## config.mk

```make
export PLATFORM = sky130hd
export DESIGN_NAME = rim_job_scheduler
export DESIGN_NICKNAME = d
export VERILOG_FILES = /design/src/rtl/rim_job_scheduler.sv
export SDC_FILE = /design/constraint.sdc
export NUM_CORES = 1
export LEC_CHECK = 0
export ABC_AREA = 1
export CAP_MARGIN = 20
export CORE_MARGIN = 4
export CORE_UTILIZATION = 40
export DETAILED_ROUTE_END_ITERATION = 8
export PLACE_DENSITY = 0.72
export SKIP_LAST_GASP = 1
export SLEW_MARGIN = 15
export SYNTH_ARGS = -nofsm -noshare
export SYNTH_HDL_FRONTEND = slang
export SYNTH_SLANG_ARGS = --single-unit
```

## constraint.sdc

```tcl
create_clock -name clk -period 2.5 [get_ports clk]
set_input_delay 0.5 -clock clk [delete_from_list [all_inputs] [get_ports clk]]
set_output_delay 0.5 -clock clk [all_outputs]
set_load 0.005 [all_outputs]
```

## src/rtl/rim_job_scheduler.sv

```systemverilog
// ----------------------------------------------------------------------------
// rim_job_scheduler
//
// Lets NUM_REQ requesters share one RIM maze solver. Only one job is in flight
// at a time:
//   IDLE  - round-robin pick of a pending requester, maze captured on grant
//   LOAD  - the captured 8x8 maze is streamed to the solver, one row per cycle
//   WAIT  - watchdog runs until the solver's first coordinate beat arrives
//   DRAIN - solver beats are forwarded, tagged with the owner id
//   GAP   - one quiet cycle before the next arbitration
// If the solver stays silent too long, or stops before PATH_LEN beats, the job
// ends with a single error beat (rsp_err=1, rsp_last=1, row/col = 0).
//
// Ports
//   clk, rst_n       clock (rising edge), asynchronous active-low reset
//   req_valid        per-requester "maze pending"
//   req_maze         maze i = [64i+63:64i], row r of it = [64i+8r+7:64i+8r]
//   req_ready        one-hot, one-cycle grant; the maze is captured on that edge
//   slv_in_valid     solver load strobe, high for the 8 row cycles
//   slv_maze         row data to the solver
//   slv_out_valid    solver coordinate beat valid
//   slv_out_row/col  solver coordinate
//   rsp_valid        response beat valid (no backpressure)
//   rsp_id           owner of the job the beat belongs to
//   rsp_row/col      forwarded coordinate (0 on an error beat)
//   rsp_last         final beat of a job (normal or error)
//   rsp_err          job aborted
//   busy             a job is in progress (state is not IDLE)
// All outputs are registered.
// ----------------------------------------------------------------------------
module rim_job_scheduler #(
  parameter int NUM_REQ  = 4,
  parameter int PATH_LEN = 15,
  parameter int TIMEOUT  = 256,
  parameter int IDW      = 3
) (
  input  logic                  clk,
  input  logic                  rst_n,
  input  logic [NUM_REQ-1:0]    req_valid,
  input  logic [NUM_REQ*64-1:0] req_maze,
  output logic [NUM_REQ-1:0]    req_ready,
  output logic                  slv_in_valid,
  output logic [7:0]            slv_maze,
  input  logic                  slv_out_valid,
  input  logic [2:0]            slv_out_row,
  input  logic [2:0]            slv_out_col,
  output logic                  rsp_valid,
  output logic [IDW-1:0]        rsp_id,
  output logic [2:0]            rsp_row,
  output logic [2:0]            rsp_col,
  output logic                  rsp_last,
  output logic                  rsp_err,
  output logic                  busy
);

  localparam int PW = (NUM_REQ > 1) ? $clog2(NUM_REQ) : 1;
  localparam int BW = $clog2(PATH_LEN + 1);
  localparam int WW = $clog2(TIMEOUT + 1);

  localparam logic [PW-1:0] LAST_REQ  = PW'(NUM_REQ - 1);
  localparam logic [BW-1:0] LAST_BEAT = BW'(PATH_LEN - 1);
  localparam logic [WW-1:0] WDOG_LIM  = WW'(TIMEOUT - 1);
  localparam logic [WW-1:0] WDOG_MAX  = '1;

  typedef enum logic [2:0] {
    S_IDLE,
    S_LOAD,
    S_WAIT,
    S_DRAIN,
    S_GAP
  } state_t;

  state_t          state;
  logic [PW-1:0]   rr_ptr;
  logic [IDW-1:0]  job_id;
  logic [63:0]     maze_reg;
  logic [2:0]      row_cnt;
  logic [BW-1:0]   beat_cnt;
  logic [WW-1:0]   wdog;

  // Per-requester maze view and per-row view of the captured maze.
  logic [63:0] maze_in [NUM_REQ];
  logic [7:0]  maze_row [8];

  for (genvar gi = 0; gi < NUM_REQ; gi++) begin : g_maze_in
    assign maze_in[gi] = req_maze[64*gi +: 64];
  end

  for (genvar gi = 0; gi < 8; gi++) begin : g_maze_row
    assign maze_row[gi] = maze_reg[8*gi +: 8];
  end

  // Round-robin arbiter: candidate gi is requester (rr_ptr + gi) mod NUM_REQ,
  // so the lowest-numbered hit is the first pending requester at or after
  // rr_ptr, wrapping around.
  logic [PW-1:0]      cand_idx [NUM_REQ];
  logic [NUM_REQ-1:0] cand_hit;
  logic               grant_any;
  logic [PW-1:0]      grant_idx;

  for (genvar gi = 0; gi < NUM_REQ; gi++) begin : g_cand
    logic [PW:0] sum;
    assign sum = {1'b0, rr_ptr} + (PW+1)'(gi);
    assign cand_idx[gi] = (sum >= (PW+1)'(NUM_REQ)) ? PW'(sum - (PW+1)'(NUM_REQ))
                                                    : sum[PW-1:0];
    assign cand_hit[gi] = req_valid[cand_idx[gi]];
  end

  always_comb begin
    grant_any = |cand_hit;
    grant_idx = '0;
    for (int k = NUM_REQ - 1; k >= 0; k--) begin
      if (cand_hit[k]) begin
        grant_idx = cand_idx[k];
      end
    end
  end

  always_ff @(posedge clk or negedge rst_n) begin
    if (!rst_n) begin
      state        <= S_IDLE;
      rr_ptr       <= '0;
      job_id       <= '0;
      maze_reg     <= '0;
      row_cnt      <= '0;
      beat_cnt     <= '0;
      wdog         <= '0;
      req_ready    <= '0;
      slv_in_valid <= 1'b0;
      slv_maze     <= '0;
      rsp_valid    <= 1'b0;
      rsp_id       <= '0;
      rsp_row      <= '0;
      rsp_col      <= '0;
      rsp_last     <= 1'b0;
      rsp_err      <= 1'b0;
      busy         <= 1'b0;
    end else begin
      // Strobes are single-cycle; rsp_id/row/col keep their last value.
      req_ready    <= '0;
      slv_in_valid <= 1'b0;
      rsp_valid    <= 1'b0;
      rsp_last     <= 1'b0;
      rsp_err      <= 1'b0;

      case (state)
        S_IDLE: begin
          if (grant_any) begin
            req_ready <= NUM_REQ'(1) << grant_idx;
            maze_reg  <= maze_in[grant_idx];
            job_id    <= IDW'(grant_idx);
            rr_ptr    <= (grant_idx == LAST_REQ) ? '0 : grant_idx + 1'b1;
            row_cnt   <= '0;
            beat_cnt  <= '0;
            busy      <= 1'b1;
            state     <= S_LOAD;
          end
        end

        S_LOAD: begin
          // Stray solver beats here are deliberately ignored.
          slv_in_valid <= 1'b1;
          slv_maze     <= maze_row[row_cnt];
          row_cnt      <= row_cnt + 1'b1;
          if (row_cnt == 3'd7) begin
            wdog  <= '0;
            state <= S_WAIT;
          end
        end

        S_WAIT: begin
          if (slv_out_valid) begin
            rsp_valid <= 1'b1;
            rsp_id    <= job_id;
            rsp_row   <= slv_out_row;
            rsp_col   <= slv_out_col;
            beat_cnt  <= BW'(1);
            if (LAST_BEAT == '0) begin
              rsp_last <= 1'b1;
              state    <= S_GAP;
            end else begin
              state <= S_DRAIN;
            end
          end else if (wdog == WDOG_LIM) begin
            // Solver never answered: close the job with an error beat.
            rsp_valid <= 1'b1;
            rsp_err   <= 1'b1;
            rsp_last  <= 1'b1;
            rsp_id    <= job_id;
            rsp_row   <= '0;
            rsp_col   <= '0;
            state     <= S_GAP;
          end else if (wdog != WDOG_MAX) begin
            wdog <= wdog + 1'b1;
          end
        end

        S_DRAIN: begin
          if (slv_out_valid) begin
            rsp_valid <= 1'b1;
            rsp_id    <= job_id;
            rsp_row   <= slv_out_row;
            rsp_col   <= slv_out_col;
            beat_cnt  <= beat_cnt + 1'b1;
            if (beat_cnt == LAST_BEAT) begin
              rsp_last <= 1'b1;
              state    <= S_GAP;
            end
          end else begin
            // Burst ended early: replace the missing beats with one error beat.
            rsp_valid <= 1'b1;
            rsp_err   <= 1'b1;
            rsp_last  <= 1'b1;
            rsp_id    <= job_id;
            rsp_row   <= '0;
            rsp_col   <= '0;
            state     <= S_GAP;
          end
        end

        S_GAP: begin
          // Late solver beats (beyond PATH_LEN) land here and are dropped.
          beat_cnt <= '0;
          wdog     <= '0;
          busy     <= 1'b0;
          state    <= S_IDLE;
        end

        default: begin
          busy  <= 1'b0;
          state <= S_IDLE;
        end
      endcase
    end
  end

endmodule
```

==> results.json, run 1 <==
{
  "power_density_mw_per_mm2": 1360,
  "cts_tree": "yes",
  "syn_to_final_growth_pct": 41.8,
  "drc": 0,
  "yosysTopAreaCellShare": 0.332,
  "finalHoldViolCount": 0,
  "synth-seq-cells": 112,
  "fp.dieW_um": 153,
  "dp_cells": 1909,
  "slowest_stage": "dfrtp_1",
  "instances_no_fill": 1925,
  "yosysWarnings": 0,
  "track_usage": 0.216,
  "port_buffers": 293,
  "synthArstFlopShare": 1.00,
  "yosys.area.top_type": "dfrtp_1",
  "clock_latency_ps": 360,
  "grt_pass1_vias": 8707,
  "drive_above_1_share": 0.0332,
  "p_int_mw": 7.78,
  "rsz0062_at_grt": "false",
  "synth.distinct_cells": 33,
  "pwr-share-seq": 0.195,
  "first_iter_violations": 541,
  "grt-ovfl-total": 0,
  "place_congestion": 0.831,
  "clock_path_buffers": 2,
  "initial_utilization": 0.412,
  "crit_path_frequent_cell": "nor2_1",
  "ir_drop_uv": 1080,
  "ctsHoldBuffers": 0,
  "combPwrFrac": 0.713,
  "fin_worst_skew_ps": 8.20,
  "critPathKind": "reg2reg",
  "cp-end-kind": "flip-flop",
  "netlist_area_mm2": 0.00845,
  "tightest_slew_ps": 684,
  "avgViaCountPerCell": 4.82,
  "yosysMostFrequentCell": "nand2_1",
  "swShare": 0.523,
  "leakagePower_nw": 6.64,
  "syn_avg_cell_area_um2": 6.02,
  "avgRoutedWirePerCell_um": 13.7,
  "drtPass1Iterations": 5,
  "min_period_ps": 2260,
  "die_area_mm2": 0.0235,
  "path_cells": "ha_1, nand3_1, nor2_1, nand2_1, nor2_1, ha_1, inv_1, nand2_1, o21ai_0, nand2_1, inv_1, nand2_4, nor2_4, nand3_1, nor2_1, nor2_1, nor3_1",
  "vias": 9276,
  "cts_made_buffers": 9,
  "antenna_found_initial": 0,
  "hold_class": "in2async",
  "netlist_instances": 1405,
  "crit_path_max_incr_delay_ps": 390,
  "p_switching_mw": 8.54,
  "design_area_mm2": 0.0120,
  "drv_slew": 0,
  "antenna_cells": 0,
  "slew_headroom": 0.541,
  "timing.final.crit_share": 0.903,
  "clock.fmax_ghz": 0.443,
  "synthFlopType": "dfrtp_1",
  "synth-edff-count": 0,
  "h-tree-depth": 3,
  "largest_reg_flops": 64,
  "synth_top_cells_by_count": "nand2_1 (478), inv_1 (291), nand3_1 (278)",
  "finalSetupViolCount": 0,
  "routed_wl_um": 26400,
  "die_h_um": 153,
  "place_area_mm2": 0.0117,
  "cap_violations": 0,
  "ys_seq_area_frac": 0.332,
  "clkSinkCount": 112,
  "worstPathRequired_ps": 2770,
  "grt_first_pass_wirelength_um": 42400,
  "num_io_pins": 295,
  "path_clk_slew_ps": 70,
  "syn_nets": 1682,
  "dpl.hpwl_um": 19900,
  "arrival_ps": 2530,
  "status": "complete, no violations",
  "cp-start-kind": "flip-flop",
  "pwr-share-clk": 0.091,
  "r2r_cells": 17,
  "cts_root_buf": "clkbuf_16",
  "nNetsFinal": 1927,
  "fp.coreArea_mm2": 0.0205,
  "synthTopCellsByArea": "dfrtp_1 (33%), nand2_1 (21%), nand3_1 (16%)",
  "rows": 52,
  "ant_nets": 0,
  "cp_max_fo": 8,
  "fill_cells": 2014,
  "grt_max_degree": 76
}
[what timing repair did]
item | in CTS | in global routing
setup endpoints to repair | 0 | 4
setup buffers | 0 | 0
resized for setup | 0 | 4
[through the flow]
step | TNS [ps] | power [mW] | worst slack [ps] | hold WS [ps] | util
2_1_floorplan | 0 | 11.4 | 392 | 204 | -
3_3_place_gp | 0 | 14.7 | 19.0 | 452 | 0.569
3_5_place_dp | -122 | 14.8 | -40.3 | 459 | 0.569
4_1_cts | 0 | 16.4 | 19.8 | 124 | 0.584
5_1_grt | 0 | 18.0 | 36.8 | 150 | 0.585
6_report | 0 | 16.3 | 242 | 112 | 0.585
[critical path, delay by kind of cell (launching register included)]
family,cells,cell delay [ps]
adder cells (fa/ha/maj),2,390
buffers and inverters,2,160
flip-flops,1,390
AND/OR/NAND/NOR,12,1070
AO/OA/AOI/OAI,1,150
[metal layers]
metal  vias up  GRT usage  wire, um
li1       4767          -         -
met1      4180      0.280     11300
met2       308      0.363     12500
met3        21     0.0614      2260
met4         0     0.0425       255
met5         -          0         0
[worst paths after layout]
kind,end,from,slack (ps)
max,wdog[7]$_DFFE_PN0P_,wdog[0]$_DFFE_PN0P_,240
min,wdog[3]$_DFFE_PN0P_,rst_n,110
max reg2reg,wdog[7]$_DFFE_PN0P_,wdog[0]$_DFFE_PN0P_,240
min reg2reg,rsp_row[2]$_DFFE_PN0P_,rsp_row[2]$_DFFE_PN0P_,480
max in group asynchronous,maze_reg[50]$_DFFE_PN0P_,rst_n,1580
min in group clk,rsp_row[2]$_DFFE_PN0P_,rsp_row[2]$_DFFE_PN0P_,480
[layout by cell type, fill, tap and decap left out, types with 3 or more instances in the layout]
cell             instances
clkbuf_16                9
nand3_1                278
o21ai_0                 28
nand2_1                475
ha_1                     8
nand2_4                  4
buf_12                  12
clkdlybuf4s50_1        292
o21ai_1                  3
nor3_1                   6
o32ai_1                  8
dfrtp_1                112
mux2i_1                  8
inv_2                    5
clkinvlp_4               4
o211ai_1                 9
a21oi_1                 10
inv_1                  290
buf_4                   14
nor2_1                  51
o221ai_1                 8
[logic make-up after synthesis]
family / share of synthesized area
and+or+nand+nor: 0.409
buffers and inverters: 0.181
DFF: 0.332
AOI/OAI and AO/OA: 0.0542
adders and majority gates: 0.0118
muxes: 0.00947
xor gates and xnor gates: 0.00207
other: 0.000444
[area by class of cell]
class	count	area, um^2	share of cell area
timing repair buffer	318	3270	0.273
sequential	112	2800	0.234
tap	270	338	0.0282
clock buffer	9	225	0.0188
clock inverter	7	80.1	0.00668
multi-input combinational	912	4160	0.347
inverter	297	1110	0.0930
[power groups by stage]
stage / Sequential, mW / Combinational, mW / Clock [mW]
final: 3.19 / 11.6 / 1.49
after global routing: 3.28 / 13.2 / 1.59
after detailed placement: 3.21 / 11.6 / 0
after floorplan: 3.05 / 8.34 / 0
after global placement: 3.21 / 11.5 / 0
after CTS: 3.19 / 11.7 / 1.52
Note: power is estimated with default switching activity, not from simulation.
==> run 2, diff against run 1 <==
CAP_MARGIN = 0   (was 20)
==> results of run 2 <==
Same layout as run 1: the final DEF is identical, and so are final timing and power.
==> edit (settings of run 1) <==
The parameter `NUM_REQ` goes from 4 to 8.
--- a/src/rtl/rim_job_scheduler.sv
+++ b/src/rtl/rim_job_scheduler.sv
@@ -29,7 +29,7 @@
 // All outputs are registered.
 // ----------------------------------------------------------------------------
 module rim_job_scheduler #(
-  parameter int NUM_REQ  = 4,
+  parameter int NUM_REQ  = 8,
   parameter int PATH_LEN = 15,
   parameter int TIMEOUT  = 256,
   parameter int IDW      = 3
Interface: changed (resized req_maze, req_ready and req_valid); port bits go from 295 to 559. No check against the original RTL was run, so the function may have changed too.
==> edit against run 1 <==
The flow now finishes with violations (setup timing); sequential cell count increased by 7; setup slack got worse by 550 ps; hold slack improved by 360 ps; critical path type unchanged; area after synthesis increased by 41%; cell area increased by 73%; routed wire length increased by 140%; critical path depth increased by 2; global-route usage increased by 13 points.
Power is not shown: default switching activity piles up to over one toggle a cycle in this logic, so the estimate is an artifact.
==> edit: results (changes against run 1) <==
<table>
<tr><th>Metric</th><th>Value</th></tr>
<tr><th colspan="2">Status</th></tr>
<tr><td>Result of the run</td><td>finished, violations left</td></tr>
<tr><td>Violated checks</td><td>setup timing</td></tr>
<tr><th colspan="2">Synthesis</th></tr>
<tr><td>Portion of netlist area occupied by mux cells</td><td>0.755% (-0.19 points)</td></tr>
<tr><td>Fraction of synthesized cell area in xor and xnor cells</td><td>0.220% (+0.013 points)</td></tr>
<tr><td>Distinct cells, synth</td><td>40 (+21%)</td></tr>
<tr><td>Seq/Total Area, Yosys</td><td>24.9% (-8.2 points)</td></tr>
<tr><td>Fraction of the mapped netlist area in compound gates</td><td>4.41% (-1.0 points)</td></tr>
<tr><td>Top area cells in the synthesized netlist</td><td>sky130_fd_sc_hd__nand2_1 30%, sky130_fd_sc_hd__dfrtp_1 25%, sky130_fd_sc_hd__nand3_1 15%</td></tr>
<tr><th colspan="2">STA</th></tr>
<tr><td>Final WS setup</td><td>-303 ps (-546 ps)</td></tr>
<tr><td>Endpoints failing setup</td><td>80 (+80)</td></tr>
<tr><td>Setup skew after layout</td><td>14.1 ps (+5.87 ps)</td></tr>
<tr><th colspan="2">Clock network</th></tr>
<tr><td>Htree depth</td><td>4 (+1)</td></tr>
<tr><td>Number of CTS-inserted buffers</td><td>17 (+8)</td></tr>
<tr><th colspan="2">Finish</th></tr>
<tr><td>Number of fill cells in the layout</td><td>2,378 (+18%)</td></tr>
<tr><td>Net count of the finished layout</td><td>3,204 (+66%)</td></tr>
<tr><th colspan="2">GRT</th></tr>
<tr><td>Largest net degree at the start of global routing</td><td>59 (-22%)</td></tr>
<tr><td>GRT Util Overall</td><td>34.2% (+13 points)</td></tr>
<tr><th colspan="2">Placement</th></tr>
<tr><td>Cell area after placement</td><td>18,500 um2 (+59%)</td></tr>
<tr><td>HPWL after detailed placement</td><td>43,600 um (+120%)</td></tr>
<tr><th colspan="2">Setup path</th></tr>
<tr><td>Setup crit end</td><td>maze_reg[36]</td></tr>
<tr><td>Worst reg-to-reg path cell count</td><td>19 (+2)</td></tr>
<tr><td>Maximum fanout encountered on the critical timing path</td><td>10 (+2)</td></tr>
<tr><td>Beginning of the critical path</td><td>rr_ptr[0]</td></tr>
<tr><th colspan="2">Route</th></tr>
<tr><td>DR pass1 iterations</td><td>6 (+1)</td></tr>
<tr><td>Mean routed wirelength per cell</td><td>20.4 um (+49%)</td></tr>
<tr><td>Average via count per standard cell</td><td>5.44 (+13%)</td></tr>
</table>
==> edit: changes by cell type in the layout (fill, tap and decap cells not counted), moves of 23 or more <==
cell / change
sky130_fd_sc_hd__buf_4: +65
sky130_fd_sc_hd__inv_1: -135
sky130_fd_sc_hd__nand2_2: +23
sky130_fd_sc_hd__clkbuf_16: +26
sky130_fd_sc_hd__nand2_1: +450
sky130_fd_sc_hd__clkdlybuf4s50_1: +265
sky130_fd_sc_hd__nand3b_1: +127
sky130_fd_sc_hd__nand3_1: +61
sky130_fd_sc_hd__nand3_2: +24
sky130_fd_sc_hd__buf_16: +28
==> edit: cell type report <==
class	instances	area share, %
Timing Repair Buffer	720	38.9
Multi-Input combinational cell	1632	38.1
Sequential cell	119	14.4
Inverter	174	3.28
Tap cell	384	2.32
Clock buffer	20	2.25
Clock inverter	11	0.706
Antenna cell	7	0.0845
==> edit: through the flow <==
stage	instances	worst slack, ps	setup TNS, ps	util [%]	hold slack [ps]
2_1_floorplan	2072	-71.3	-113	-	204
3_3_place_gp	2972	-524	-33190	63.7	423
3_5_place_dp	2972	-534	-34550	63.7	425
4_1_cts	3039	-183	-10550	69.1	471
5_1_grt	3067	-403	-26120	71.3	482
6_report	3067	-303	-14030	71.3	469
==> edit: timing repair <==
action | CTS | global route
hold endpoints to repair | 20 | 0
setup buffers | 15 | 6
gates resized for setup | 62 | 48
endpoints found under the setup margin | 82 | 92
pin swaps | 12 | 18
gates cloned | 20 | 18
hold buffers | 1 | 0
==> edit: kinds of logic after synthesis <==
logic type,Yosys count
fa+ha+maj,11
compound gates,80
xor+xnor,3
flops,119
simple gates,1527
mux,9
buf+inv,323
==> edit: critical path, stage by stage (launching register included) <==
cell                        delay [ps]
sky130_fd_sc_hd__dfrtp_1           420
sky130_fd_sc_hd__buf_4             150
sky130_fd_sc_hd__buf_4             170
sky130_fd_sc_hd__nand2_2            90
sky130_fd_sc_hd__nand3_1           120
sky130_fd_sc_hd__buf_4             150
sky130_fd_sc_hd__nand3_1           130
sky130_fd_sc_hd__nand2_2           100
sky130_fd_sc_hd__nor2_1            110
sky130_fd_sc_hd__buf_4             140
sky130_fd_sc_hd__nand2_8           120
sky130_fd_sc_hd__buf_12            190
sky130_fd_sc_hd__buf_12            150
sky130_fd_sc_hd__clkbuf_16         170
sky130_fd_sc_hd__nand3_1            90
sky130_fd_sc_hd__nand2_1            80
sky130_fd_sc_hd__nand2_1            80
sky130_fd_sc_hd__nand2_1            70
sky130_fd_sc_hd__nand2_1            60
sky130_fd_sc_hd__nand3_1            60
==> edit: per-layer routing <==
metal  vias to the layer above  track usage, %  share of wire, %
met5                         -               0             0.021
met4                         2            14.5               4.5
met3                       174            5.79               8.5
met2                       933            57.9                49
met1                      7746            43.3                38
li1                       7816               -                 -
